==> src/rtl/prescaler_pkg.sv <==
// Shared constants and helpers for the multi-channel prescaler.
package prescaler_pkg;

  localparam int unsigned MAX_CHANNELS = 8;
  localparam int unsigned DEF_WIDTH    = 27;
  localparam int unsigned DEF_DIV      = 100_000_000;

  // Ceiling log2, used to size the channel select.
  function automatic int unsigned clog2(input int unsigned n);
    int unsigned r;
    r = 0;
    for (int unsigned k = 0; k < 32; k++) begin
      if ((64'd1 << k) < 64'(n)) r = k + 1;
    end
    return r;
  endfunction

endpackage

==> src/rtl/prescaler_chan.sv <==
// One prescaler channel: counter, shadow divide register, pending flag and
// period-boundary adoption. Optional square output under PRESCALER_SQ_EN.
module prescaler_chan
  import prescaler_pkg::*;
#(
  parameter int unsigned WIDTH       = DEF_WIDTH,
  parameter int unsigned DEFAULT_DIV = DEF_DIV
) (
  input  logic             CLK,
  input  logic             CLR_N,
  input  logic             ce,
  input  logic             sclr,
  input  logic             ld,
  input  logic [WIDTH-1:0] div_in,
  output logic             div_ack,
  output logic             pend,
  output logic             ceo_c
`ifdef PRESCALER_SQ_EN
  ,
  output logic             sq
`endif
);

  localparam logic [WIDTH-1:0] RST_DIV = WIDTH'(DEFAULT_DIV);

  logic [WIDTH-1:0] cnt;
  logic [WIDTH-1:0] div_act;
  logic [WIDTH-1:0] div_sh;
  logic [WIDTH-1:0] deff;
  logic [WIDTH-1:0] last;
  logic             term;
  logic             adopt;

  // Effective divide, terminal count (>= covers a count left beyond a newly
  // adopted shorter period) and the adoption qualifier.
  always_comb begin
    deff  = (div_act == '0) ? WIDTH'(1) : div_act;
    last  = deff - WIDTH'(1);
    term  = (cnt >= last);
    ceo_c = ce & ~sclr & term;
    adopt = pend & ~ld & (ceo_c | sclr | (~ce & (cnt == '0)));
  end

  // Period counter with synchronous clear.
  always_ff @(posedge CLK or negedge CLR_N) begin
    if (!CLR_N) begin
      cnt <= '0;
    end else if (sclr) begin
      cnt <= '0;
    end else if (ce) begin
      cnt <= term ? '0 : cnt + WIDTH'(1);
    end
  end

  // Shadow load and boundary adoption; a same-cycle load wins over adoption.
  always_ff @(posedge CLK or negedge CLR_N) begin
    if (!CLR_N) begin
      div_act <= RST_DIV;
      div_sh  <= RST_DIV;
      pend    <= 1'b0;
      div_ack <= 1'b0;
    end else begin
      div_ack <= adopt;
      if (ld) begin
        div_sh <= div_in;
        pend   <= 1'b1;
      end else if (adopt) begin
        div_act <= div_sh;
        pend    <= 1'b0;
      end
    end
  end

`ifdef PRESCALER_SQ_EN
  // Square wave toggling on every terminal-count pulse.
  always_ff @(posedge CLK or negedge CLR_N) begin
    if (!CLR_N) begin
      sq <= 1'b0;
    end else if (sclr) begin
      sq <= 1'b0;
    end else if (ceo_c) begin
      sq <= ~sq;
    end
  end
`endif

endmodule

==> src/rtl/prescaler_multi.sv <==
// Multi-channel clock-enable prescaler with glitch-free divide reloads.
// Optional SQ output per channel when PRESCALER_SQ_EN is defined.
module prescaler_multi
  import prescaler_pkg::*;
#(
  parameter  int unsigned CHANNELS    = 2,
  parameter  int unsigned WIDTH       = DEF_WIDTH,
  parameter  int unsigned DEFAULT_DIV = DEF_DIV,
  localparam int unsigned SEL_W       = (CHANNELS > 1) ? clog2(CHANNELS) : 1
) (
  input  logic                CLK,
  input  logic                CLR_N,
  input  logic [CHANNELS-1:0] CE,
  input  logic [CHANNELS-1:0] SCLR,
  input  logic [WIDTH-1:0]    DIV_IN,
  input  logic [SEL_W-1:0]    DIV_SEL,
  input  logic                DIV_LD,
  output logic [CHANNELS-1:0] DIV_ACK,
  output logic [CHANNELS-1:0] PEND,
  output logic [CHANNELS-1:0] CEO
`ifdef PRESCALER_SQ_EN
  ,
  output logic [CHANNELS-1:0] SQ
`endif
);

  // Reject unsupported channel counts at elaboration.
  if (CHANNELS < 1 || CHANNELS > MAX_CHANNELS) begin : g_bad_cfg
    $error("prescaler_multi: CHANNELS out of range");
  end

  // Per-channel instances; a select beyond the last channel matches nothing.
  for (genvar i = 0; i < CHANNELS; i++) begin : g_chan
    logic ld_i;
    assign ld_i = DIV_LD & (DIV_SEL == SEL_W'(i));

    prescaler_chan #(
      .WIDTH       (WIDTH),
      .DEFAULT_DIV (DEFAULT_DIV)
    ) u_chan (
      .CLK     (CLK),
      .CLR_N   (CLR_N),
      .ce      (CE[i]),
      .sclr    (SCLR[i]),
      .ld      (ld_i),
      .div_in  (DIV_IN),
      .div_ack (DIV_ACK[i]),
      .pend    (PEND[i]),
      .ceo_c   (CEO[i])
`ifdef PRESCALER_SQ_EN
      ,
      .sq      (SQ[i])
`endif
    );
  end

endmodule

==> config.mk <==
export PLATFORM = sky130hd
export DESIGN_NAME = prescaler_multi
export DESIGN_NICKNAME = d
export VERILOG_FILES = /design/src/rtl/prescaler_pkg.sv /design/src/rtl/prescaler_chan.sv /design/src/rtl/prescaler_multi.sv
export SDC_FILE = /design/constraint.sdc
export NUM_CORES = 1
export LEC_CHECK = 0
export BUFFER_PORTS_ARGS = -buffer_cell sky130_fd_sc_hd__buf_2
export CORE_MARGIN = 3
export CORE_UTILIZATION = 55
export CTS_CLUSTER_SIZE = 10
export DETAILED_ROUTE_END_ITERATION = 12
export PLACE_DENSITY = 0.76
export SLEW_MARGIN = 0
export SYNTH_ARGS = -nofsm -noshare
export SYNTH_HDL_FRONTEND = slang
export SYNTH_SLANG_ARGS = --single-unit
==> constraint.sdc <==
create_clock -name CLK -period 6.7 [get_ports CLK]
set_input_delay 0.335 -clock CLK [delete_from_list [all_inputs] [get_ports CLK]]
set_output_delay 0.335 -clock CLK [all_outputs]
set_load 0.05 [all_outputs]
==> Word-level counts from Yosys, hierarchy flattened <==
Index checks and enable logic that the tools add are counted.
{ "totals": {"register_bits": 166, "input_bits": 35, "wordCells": 61, "output_inout_bits": 6} }
{ "op_classes": {"add_sub_neg": 4, "reduce_logical": 10, "order_cmp": 2, "bitwise": 23, "n_mux": 12} }
{ "op_table": {"columns": ["operator", "count"], "rows": [
  ["27-bit 2-to-1 mux", 8],
  ["27-bit logical NOT", 4],
  ["27-bit by 1-bit adder with 27-bit output (second input constant)", 2],
  ["27-bit greater-or-equal comparator", 2],
  ["27-bit by 1-bit subtractor with 27-bit output (second input constant)", 2],
  ["1-bit bitwise AND", 12],
  ["2-bit nonzero test", 4],
  ["1-bit inverter", 7],
  ["1-bit 2-to-1 mux", 4],
  ["1-bit bitwise OR", 4],
  ["2-bit AND reduction", 2]
]} }

==> Longest topological paths before layout <==
Gate-level depths: netlist of run 1.
{ "logic_depth": {"word_depth": 10, "ltp_mapped": 24, "mapped_depth_nobuf": 21} }

==> Cells and area by module <==
A second synthesis of run 1 with hierarchy kept.
{ "hier_totals": {"cells_unflattened": 910, "hier_area_um2": 9598.0} }
{ "modules_own_cells": {"columns": ["mod", "cells_each", "seq_area_each_um2", "n_inst", "area_each_um2"], "rows": [
  ["prescaler_chan", 454, 2107.0, 2, 4790.8],
  ["prescaler_multi", 2, 0.0, 1, 16.3]
]} }

==> Worst setup path after synthesis of run 1 <==
No wires, ideal clock.
{ "synth_timing": {"path_type": "register -> register", "from": "register g_chan[1].u_chan.div_act[18]", "to": "register g_chan[1].u_chan.div_act[10]", "arrival_time_ns": 4.882, "path_slack_ns": 1.693, "synth_period_minus_slack_ns": 5.007, "setup_time_ns": 0.125, "path_buffers": 4, "required_ns": 6.575, "stages_incl_launch_ff": 23, "cell_sequence": "dfstp_2 > or4_1 > nor3_1 > and4b_1 > buf_2 > nor2_1 > ha_1 > nand2_1 > or3b_1 > buf_2 > or3b_1 > buf_2 > nor4_4 > xnor2_1 > ha_1 > nand4_1 > and4bb_1 > a311oi_1 > o311ai_1 > or3_1 > o2111ai_2 > buf_6 > mux2_2"} }
{ "synth_via": {"elab_chain_cells": 9} }
{ "synth_rtl": {"columns": ["item", "line_no", "text"], "rows": [
  ["start: declaration", "prescaler_chan.sv:27", "logic [WIDTH-1:0] div_act;"],
  ["start signal: assignment", "prescaler_chan.sv:68", "div_act <= div_sh;"],
  ["27-bit logical NOT", "prescaler_chan.sv:37", "deff = (div_act == '0) ? WIDTH'(1) : div_act;"],
  ["27-bit 2-to-1 mux *", "prescaler_chan.sv:37", null],
  ["27-bit by 1-bit subtractor with 27-bit output *", "prescaler_chan.sv:38", "last = deff - WIDTH'(1);"],
  ["27-bit greater-or-equal comparator *", "prescaler_chan.sv:39", "term = (cnt >= last);"],
  ["1-bit bitwise AND *", "prescaler_chan.sv:40", "ceo_c = ce & ~sclr & term;"],
  ["1-bit bitwise OR * (2 in a row)", "prescaler_chan.sv:41", "adopt = pend & ~ld & (ceo_c | sclr | (~ce & (cnt == '0)));"],
  ["1-bit bitwise AND *", "prescaler_chan.sv:41", null],
  ["2-bit AND reduction (no source line) *", null, null]
]} }
Every way passes the cells marked *; elsewhere a longest branch is shown, timed or not.
A chain may end at the register's enable or synchronous reset.

==> Worst setup path after layout of run 1 <==
{ "layout_timing": {"from": "register g_chan[0].u_chan.div_act[14]", "to": "output port CEO[0]"} }
{ "layout_via": {"elab_chain_cells": 5} }
{ "layout_rtl": {"columns": ["item", "line_no", "text"], "rows": [
  ["start: declaration", "prescaler_chan.sv:27", null],
  ["start signal: assignment", "prescaler_chan.sv:68", null],
  ["27-bit logical NOT", "prescaler_chan.sv:37", null],
  ["27-bit 2-to-1 mux *", "prescaler_chan.sv:37", null],
  ["27-bit by 1-bit subtractor with 27-bit output *", "prescaler_chan.sv:38", null],
  ["27-bit greater-or-equal comparator *", "prescaler_chan.sv:39", null],
  ["1-bit bitwise AND *", "prescaler_chan.sv:40", null],
  ["end: declaration", "prescaler_multi.sv:20", "output logic [CHANNELS-1:0] CEO"]
]} }
Marked as above.

==> impl_metrics.env, run 1 <==
export IMPL_grt_pass1_wl_mm=41.0
export IMPL_place_congestion=0.872
export IMPL_whs_ns=0.124
export IMPL_clk_latency_ns=0.43
export IMPL_power_density_nw_per_um2=275
export IMPL_start_util_pct=57.1
export IMPL_synth_ff_type="dfrtp_1"
export IMPL_setup_violations=0
export IMPL_crit_path_end_kind="output port"
export IMPL_fmax_mhz=171
export IMPL_port_buffers=40
export IMPL_crit_type="register to output port"
export IMPL_pre_cts_ws_ns=1.13
export IMPL_pwr_share_seq_pct=47.0
export IMPL_timing_final_crit_share_pct=87.3
export IMPL_synthCells=1076
export IMPL_avgSynthCellArea_um2=9.73
export IMPL_worstPathArrival_ns=5.51
export IMPL_core_area_um2=18300
export IMPL_p_comb_share_pct=22.8
export IMPL_drive_gt1_share_pct=21.9
export IMPL_rr_worst_depth=20
export IMPL_drt_iter0_drc=852
export IMPL_synth_edf_count=0
export IMPL_dieArea_um2=20700
export IMPL_grt_max_degree=91
export IMPL_syn_nets=1171
export IMPL_drv_slew=0
export IMPL_die_width_um=144
export IMPL_status="finished, final reports clean"
export IMPL_worst_pin_slew_ns=0.989
export IMPL_maxCapViolations=0
export IMPL_hold_depth=2
export IMPL_cts_setup_buffers=0
export IMPL_clkPwrFrac_pct=30.2
export IMPL_drc=0
export IMPL_yosysWarnings=0
export IMPL_internal_power_mw=2.10
export IMPL_vias=8406
export IMPL_slew_limit_headroom_pct=34.1
export IMPL_fin_ws_ns=0.852
export IMPL_leakagePower_nw=4.68
export IMPL_dr_pass1_iters=5
export IMPL_syn_area_um2=10500
export IMPL_die_h_um=144
export IMPL_track_usage_pct=24.4
export IMPL_ys_ff_latch=166
export IMPL_h_tree_depth=4
export IMPL_period_needed_ns=5.85
export IMPL_wire_per_inst_um=18.5
export IMPL_nets=1171
export IMPL_peakVddDrop_mv=0.205
export IMPL_rsz0062_at_grt="false"
export IMPL_n_antenna_cell=0
export IMPL_globalRouteOverflowTotal=0
export IMPL_ys_seq_area_share_pct=40.2
export IMPL_cts_buffer_depth=2
export IMPL_hold_class="primary input to register"
export IMPL_nFillCells=1469
export IMPL_switching_share_pct=32.8
export IMPL_startpoint_type="register"
export IMPL_syn2layout_area_growth_pct=8.28
export IMPL_fin_setup_tns_ns=0
export IMPL_cp_required_ns=6.36
export IMPL_cts_tree="done"
export IMPL_async_reset_ff_share_pct=100
export IMPL_critical_path_max_fanout=7
export IMPL_clk_pin_slew_ns=0.07
export IMPL_postRouteAntennaNets=0
export IMPL_via_per_inst=6.38
export IMPL_grt_antenna_before_repair=0
export IMPL_hold_viol=0
export IMPL_p_sw_mw=1.02
export IMPL_clockRootBuffer="clkbuf_16"
export IMPL_fin_skew_ns=0.00866
export IMPL_clock_sinks=166
export IMPL_io_pins=41
export IMPL_grt_pass1_vias=7893
export IMPL_wirelength_mm=24.4
export IMPL_cts_buffers=17
export IMPL_rows=49
export IMPL_synth_distinct_cells=69
export IMPL_dp_hpwl_mm=17.0
## timing repair
| action | 4_1_cts | 5_1_grt |
|---|---|---|
| resized for setup | 0 | 0 |
| hold buffers | 1 | 0 |
| endpoints found under the hold margin | 11 | 0 |
## critical path, cell delays in order, from the launching register on
cell and delay (ns):
dfstp_2 0.41, nor3_1 0.36, nand2b_1 0.18, nor4_1 0.54, nand3_1 0.17, nor4_1 0.22, buf_4 0.17, nor2_1 0.05
ha_1 0.21, nand2b_1 0.16, or4_4 0.17, clkinv_2 0.07, and3_1 0.21, nor2b_1 0.14, xnor2_1 0.13, ha_1 0.32
nand4_1 0.16, nor4_1 0.57, a21o_2 0.23, nor2b_1 0.26, buf_2 0.33
## sequential cells by signal (all words and copies together) (netlist names)
signal / cells
g_chan.u_chan.cnt: 54
g_chan.u_chan.div_ack: 2
g_chan.u_chan.div_act: 54
g_chan.u_chan.div_sh: 54
g_chan.u_chan.pend: 2
## stage by stage
step	util [%]	instance area [um^2]	power [mW]	cells
floorplan	-	10500	1.96	1076
global placement	58.7	10800	2.14	1285
detailed placement	58.7	10800	2.18	1285
CTS	61.9	11300	3.14	1318
global route	61.9	11300	3.30	1318
finish	61.9	11300	3.12	1318
## synth_stat cells (16+ instances only)
library cell / n / area share [%]
o21ai_0: 41 / 2.0
xnor2_1: 32 / 2.7
a31oi_1: 27 / 1.6
dfstp_2: 48 / 12
and3_1: 49 / 2.9
nand2_1: 91 / 3.3
a21oi_1: 42 / 2.0
dfrtp_1: 118 / 28
mux2_2: 79 / 8.5
nand4_1: 44 / 2.6
nor2_1: 42 / 1.5
nor4_1: 27 / 1.6
inv_1: 16 / 0.57
o211ai_1: 28 / 2.0
nand3_1: 34 / 1.6
clkbuf_1: 55 / 2.0
a211oi_1: 28 / 2.0
nor3b_1: 28 / 2.0
ha_1: 60 / 7.2
nor3_1: 19 / 0.91
## power groups by stage
stage	combinational, mW	sequential [mW]	clock, mW
after CTS	0.715	1.46	0.958
after global routing	0.795	1.50	1.01
final	0.711	1.47	0.943
after floorplan	0.575	1.39	0
after detailed placement	0.705	1.48	0
after global placement	0.676	1.47	0
## area by class of cell
cell class	count	area, um^2	share of cell area, %
inverters	17	65.1	0.574
multi-input cells	817	5880	51.8
flip-flops and latches	166	4210	37.2
clock buffers	20	457	4.03
clock inverters	12	105	0.927
repair buffers	57	337	2.97
well taps	229	287	2.53
## logic make-up (layout without fill, tap and decap cells)
kind of cell,count (synthesis),after routing,synth area share [%]
fa+ha+maj,60,60,7.17
xor+xnor,47,47,3.93
mux,86,86,9.19
flops,166,166,40.2
simple gates,412,412,22.3
buf+inv,93,106,3.88
compound gates,212,212,13.3
## cells in the final DEF, fill, tap and decap left out, types with 34 or more instances in the layout
cell type	n
nand2_1	91
dfstp_2	48
nor2_1	42
nand3_1	34
ha_1	60
mux2_2	79
o21ai_0	41
nand4_1	44
and3_1	49
buf_2	39
dfrtp_1	118
a21oi_1	42
## layer usage
layer	GRT usage, %	vias to the layer above	share of wire, %
met4	6.34	0	1.4
li1	-	4020	-
met5	0	-	0
met2	35.9	243	45
met3	3.87	26	5.5
met1	37.7	4117	48
## final timing paths
kind / start / to / slack (ns)
max in group asynchronous: CLR_N / g_chan[0].u_chan.cnt[17] / 4.68
min in group asynchronous: CLR_N / g_chan[1].u_chan.div_ack / 0.52
worst min register to register: g_chan[1].u_chan.div_sh[19] / g_chan[1].u_chan.div_act[19] / 0.51
worst max-delay path: g_chan[0].u_chan.div_act[14] / CEO[0] / 0.85
worst min-delay path: SCLR[1] / g_chan[1].u_chan.cnt[9] / 0.12
worst max register to register: g_chan[1].u_chan.div_act[18] / g_chan[1].u_chan.div_act[17] / 1.08
Note: power is estimated with default switching activity, not from simulation.
==> run 2: changes to the inputs <==
--- a/config.mk
+++ b/config.mk
@@ -10,6 +10,7 @@
 export CORE_UTILIZATION = 55
 export CTS_CLUSTER_SIZE = 10
 export DETAILED_ROUTE_END_ITERATION = 12
+export GPL_ROUTABILITY_DRIVEN = 0
 export PLACE_DENSITY = 0.76
 export SLEW_MARGIN = 0
 export SYNTH_ARGS = -nofsm -noshare
==> constraint.sdc (replaced) <==
create_clock -name CLK -period 6.7 [get_ports CLK]
set_input_delay 0.335 -clock CLK [delete_from_list [all_inputs] [get_ports CLK]]
set_output_delay 0.335 -clock CLK [all_outputs]
set_load 0.1 [all_outputs]
==> impl_metrics.env, run 2 (synthesis results as in run 1) <==
export IMPL_start_util_pct=57.1
export IMPL_grt_max_degree=91
export IMPL_hold_viol=0
export IMPL_slew_limit_headroom_pct=32.6
export IMPL_largest_registers="g_chan.u_chan.cnt x54, g_chan.u_chan.div_act x54, g_chan.u_chan.div_sh x54"
export IMPL_drive_gt1_share_pct=22.0
export IMPL_cts_buffer_depth=2
export IMPL_clockRootBuffer="clkbuf_16"
export IMPL_wirelength_mm=24.4
export IMPL_fmax_mhz=171
export IMPL_grt_pass1_vias=7944
export IMPL_crit_path_end_kind="output port"
export IMPL_via_per_inst=6.42
export IMPL_core_area_um2=18300
export IMPL_fin_cells=1318
export IMPL_nets=1171
export IMPL_dr_pass1_iters=5
export IMPL_die_width_um=144
export IMPL_hold_class="primary input to register"
export IMPL_grt_antenna_before_repair=0
export IMPL_fin_skew_ns=0.00910
export IMPL_dp_cells=1285
export IMPL_fin_setup_tns_ns=0
export IMPL_critical_path_max_fanout=7
export IMPL_die_h_um=144
export IMPL_rows=49
export IMPL_rsz0062_at_grt="false"
export IMPL_final_area_um2=11400
export IMPL_clk_pin_slew_ns=0.07
export IMPL_syn2layout_area_growth_pct=8.86
export IMPL_power_density_nw_per_um2=281
export IMPL_clk_latency_ns=0.43
export IMPL_layout_commonest_cell="dfrtp_1"
export IMPL_crit_type="register to output port"
export IMPL_cts_setup_buffers=0
export IMPL_globalRouteOverflowTotal=0
export IMPL_vias=8457
export IMPL_dieArea_um2=20700
export IMPL_use_met2_pct=36.9
export IMPL_peakVddDrop_mv=0.216
export IMPL_clock_sinks=166
export IMPL_post_dp_cell_area_um2=10800
export IMPL_drt_iter0_drc=798
export IMPL_met1_usage_pct=37.7
export IMPL_startpoint="g_chan[0].u_chan.div_act[14]"
export IMPL_hold_buffers=1
export IMPL_cts_buffers=17
export IMPL_h_tree_depth=4
export IMPL_startpoint_type="register"
export IMPL_power_mw=3.21
export IMPL_drc=0
export IMPL_io_pins=41
export IMPL_n_antenna_cell=0
export IMPL_dp_hpwl_mm=16.7
export IMPL_utilization_pct=62.2
export IMPL_track_usage_pct=24.6
export IMPL_worstHoldStart="SCLR[1]"
export IMPL_wire_per_inst_um=18.5
export IMPL_period_needed_ns=5.86
export IMPL_drv_slew=0
export IMPL_final_cell_mix="118 x dfrtp_1, 91 x nand2_1, 79 x mux2_2, 60 x ha_1, 49 x and3_1"
export IMPL_cp_required_ns=6.36
export IMPL_maxCapViolations=0
export IMPL_grt_pass1_wl_mm=41.2
export IMPL_cts_resized=0
export IMPL_worstReg2RegStart="g_chan[1].u_chan.div_act[11]"
export IMPL_worst_pin_slew_ns=1.01
export IMPL_top_usage_layer="met1"
export IMPL_status="finished, final reports clean"
export IMPL_setup_violations=0
export IMPL_postRouteAntennaNets=0
export IMPL_leakagePower_nw=4.71
export IMPL_met3_usage_pct=3.84
export IMPL_port_buffers=40
export IMPL_cts_tree="done"
export IMPL_worstPathArrival_ns=5.53
export IMPL_timing_final_crit_share_pct=87.5
[run 2: layout make-up]
type,count,area [um^2]
tap,229,287
clock buffer,18,450
multi-input combinational,817,5880
sequential,166,4210
inverter,17,65.1
clock inverter,14,173
timing repair buffer,57,337
fill,1431,6930
[run 2: per-stage QoR]
| step | worst slack [ns] | hold slack (ns) |
|---|---|---|
| 2_1_floorplan | 1.69 | 0.0394 |
| 3_3_place_gp | 1.25 | 0.458 |
| 3_5_place_dp | 1.04 | 0.451 |
| 4_1_cts | 0.864 | 0.115 |
| 5_1_grt | 0.327 | 0.136 |
| 6_report | 0.839 | 0.138 |
[run 2: final timing paths]
check | end | depth (start not counted) | slack (ns)
worst min register to register | g_chan[1].u_chan.div_act[17] | 1 | 0.50
worst min-delay path | g_chan[1].u_chan.cnt[9] | 2 | 0.14
worst max register to register | g_chan[1].u_chan.div_act[12] | 20 | 0.96
max in group asynchronous | g_chan[0].u_chan.div_act[10] | 3 | 4.65
worst max-delay path | CEO[0] | 20 | 0.84
min in group asynchronous | g_chan[1].u_chan.div_ack | 2 | 0.52
[run 2: report_power, final]
part / switching, mW / total [mW] / internal [mW]
combinational: 0.358 / 0.715 / 0.358
clock: 0.464 / 1.02 / 0.559
sequential: 0.238 / 1.47 / 1.23
total: 1.06 / 3.21 / 2.15
[run 2: worst max-delay path, cell delays in order, from the launching register on]
cell      delay [ns]
dfstp_2         0.41
nor3_1          0.32
nand2b_1        0.17
nor4_1          0.51
nand3_1         0.19
nor4_1          0.20
buf_4           0.17
nor2_1          0.05
ha_1            0.21
nand2b_1        0.15
or4_4           0.17
clkinv_2        0.07
and3_1          0.21
nor2b_1         0.15
xnor2_1         0.13
ha_1            0.32
nand4_1         0.15
nor4_1          0.57
a21o_2          0.23
nor2b_1         0.23
buf_2           0.48
[run 2: per-layer routing]
metal / routed length, um / vias up / part of all wire, %
met5: 0 / - / 0
met4: 266 / 0 / 1.1
met3: 1270 / 25 / 5.2
met2: 11100 / 242 / 45
met1: 11800 / 4156 / 48
li1: - / 4034 / -
==> run 3: changes to the inputs <==
--- a/config.mk
+++ b/config.mk
@@ -5,6 +5,7 @@
 export SDC_FILE = /design/constraint.sdc
 export NUM_CORES = 1
 export LEC_CHECK = 0
+export ABC_AREA = 1
 export BUFFER_PORTS_ARGS = -buffer_cell sky130_fd_sc_hd__buf_2
 export CORE_MARGIN = 3
 export CORE_UTILIZATION = 55
==> impl_metrics.env, run 3 <==
export IMPL_crit_cells=25
export IMPL_rows=50
export IMPL_synth_area_leaders="dfrtp_1 27%, nand2_1 14%, dfstp_2 12%"
export IMPL_synth_common_cells="404 x nand2_1, 186 x inv_1, 151 x nor2_1"
export IMPL_synthCells=1442
export IMPL_io_pins=41
export IMPL_clk_latency_ns=0.44
export IMPL_fin_skew_ns=0.0139
export IMPL_drv_slew=0
export IMPL_startpoint_type="register"
export IMPL_track_usage_pct=24.4
export IMPL_setup_violations=0
export IMPL_grt_pass1_vias=8780
export IMPL_crit_type="register to output port"
export IMPL_status="finished, final reports clean"
export IMPL_drive_gt1_share_pct=11.5
export IMPL_layout_commonest_cell="nand2_1"
export IMPL_power_mw=3.20
export IMPL_leakagePower_nw=5.87
export IMPL_worstReg2RegStart="g_chan[0].u_chan.div_act[16]"
export IMPL_vias=9376
export IMPL_startpoint="g_chan[0].u_chan.div_act[16]"
export IMPL_ys_seq_area_share_pct=39.2
export IMPL_dieArea_um2=21300
export IMPL_core_area_um2=19000
export IMPL_crit_path_end_kind="output port"
export IMPL_rsz0062_at_grt="false"
export IMPL_cpLargestDelayFamily="simple AND/OR/NAND/NOR gates"
export IMPL_hold_class="primary input to register"
export IMPL_yosys_area_top_type="dfrtp_1"
export IMPL_synth_top_area_share_pct=27.5
export IMPL_wirelength_mm=25.5
export IMPL_nets=1564
export IMPL_dr_pass1_iters=5
export IMPL_wire_per_inst_um=14.7
export IMPL_worst_pin_slew_ns=0.947
export IMPL_cts_tree="done"
export IMPL_via_per_inst=5.38
export IMPL_slew_limit_headroom_pct=36.9
export IMPL_port_buffers=40
export IMPL_synth_ff_type="dfrtp_1"
export IMPL_cp_required_ns=6.36
export IMPL_cts_buffers=17
export IMPL_peakVddDrop_mv=0.235
export IMPL_postRouteAntennaNets=0
export IMPL_syn_nets=1537
export IMPL_drt_iter0_drc=1014
export IMPL_synth_distinct_cells=43
export IMPL_n_antenna_cell=0
export IMPL_die_width_um=146
export IMPL_grt_antenna_before_repair=0
export IMPL_async_reset_ff_share_pct=100
export IMPL_start_util_pct=56.7
export IMPL_clockRootBuffer="clkbuf_16"
export IMPL_timing_final_crit_share_pct=69.9
export IMPL_fmax_mhz=214
export IMPL_syn_area_um2=10800
export IMPL_clock_sinks=166
export IMPL_period_needed_ns=4.68
export IMPL_grt_pass1_wl_mm=42.8
export IMPL_critical_path_max_fanout=5
export IMPL_cts_buffer_depth=2
export IMPL_worstHoldStart="DIV_IN[20]"
export IMPL_hold_viol=0
export IMPL_h_tree_depth=4
export IMPL_worstPathArrival_ns=4.35
export IMPL_die_h_um=146
export IMPL_synth_edf_count=0
export IMPL_rr_worst_depth=24
export IMPL_yosysMostFrequentCell="nand2_1"
export IMPL_dp_hpwl_mm=18.8
export IMPL_cpPeakStageDelay_ns=0.54
export IMPL_ys_ff_latch=166
export IMPL_fin_setup_tns_ns=0
export IMPL_crit_buf_inv=5
export IMPL_yosysWarnings=0
export IMPL_critPathSlowestCell="dfstp_2"
export IMPL_clk_pin_slew_ns=0.07
export IMPL_cp_common_cell="nand2_1"
export IMPL_drc=0
export IMPL_globalRouteOverflowTotal=0
export IMPL_avgSynthCellArea_um2=7.46
export IMPL_syn2layout_area_growth_pct=8.41
export IMPL_largest_registers="g_chan.u_chan.cnt x54, g_chan.u_chan.div_act x54, g_chan.u_chan.div_sh x54"
export IMPL_hold_depth=3
export IMPL_grt_max_degree=90
export IMPL_power_density_nw_per_um2=275
export IMPL_cts_resized=0
export IMPL_final_cell_mix="404 x nand2_1, 186 x inv_1, 150 x nor2_1, 118 x dfrtp_1, 107 x nand3_1"
export IMPL_maxCapViolations=0
run 3: cell families after synthesis:
group           count (synthesis)  synth area share [%]
compound gates                138                  6.74
fa+ha+maj                      60                  6.98
simple gates                  781                  32.4
buf+inv                       228                  9.08
xor+xnor                       69                  5.62
flops                         166                  39.2
run 3: routing by layer:
| layer | GRT usage [%] | wire (um) |
|---|---|---|
| met5 | 0 | 0 |
| met3 | 3.49 | 1260 |
| met1 | 33.9 | 11800 |
| met4 | 8.69 | 678 |
| met2 | 39.2 | 11800 |
run 3: final cells by class:
class	count	area, um^2
well taps	260	325
inverters	189	709
fillers	1639	7300
multi-input cells	1048	5570
clock inverters	14	149
repair buffers	47	262
clock buffers	18	429
flip-flops and latches	166	4210
run 3: path summary, 6_finish.rpt:
check                                                    end  slack, ns
worst max-delay path                                  CEO[0]       2.02
worst min-delay path             g_chan[1].u_chan.div_sh[20]       0.13
worst max register to register      g_chan[0].u_chan.cnt[16]       2.20
worst min register to register  g_chan[1].u_chan.div_act[15]       0.46
max in group asynchronous        g_chan[1].u_chan.div_act[9]       4.69
min in group asynchronous         g_chan[0].u_chan.div_sh[3]       0.52
run 3: power breakdown:
group / switching [mW] / total (mW) / internal, mW / leakage [nW]
Clock: 0.478 / 0.978 / 0.500 / 0.282
Sequential: 0.145 / 1.32 / 1.18 / 2.06
Combinational: 0.578 / 0.904 / 0.326 / 3.53
Total: 1.20 / 3.20 / 2.00 / 5.87
run 3: worst reg2reg max path: cells and delay by family (launching register included):
family                     cells  cell delay [ns]
and+or+nand+nor               14             2.04
buffers and inverters          4             0.59
AOI/OAI and AO/OA              3             0.58
DFF                            1             0.54
adders and majority gates      2             0.51
xor gates and xnor gates       1             0.16
run 3: timing repair:
| action | in CTS | in global routing |
|---|---|---|
| endpoints found under the hold margin | 15 | 0 |
| hold buffers | 1 | 0 |
| setup buffers | 0 | 0 |
run 3: stage by stage:
step	worst slack, ns	hold WS [ns]	instance area (um^2)	std cells	utilization, %
CTS	2.00	0.122	11700	1742	61.5
global placement	2.42	0.456	11100	1709	58.4
floorplan	3.10	0.0394	10800	1442	-
finish	2.02	0.132	11700	1742	61.5
detailed placement	2.24	0.457	11100	1709	58.4
global route	1.65	0.148	11700	1742	61.5
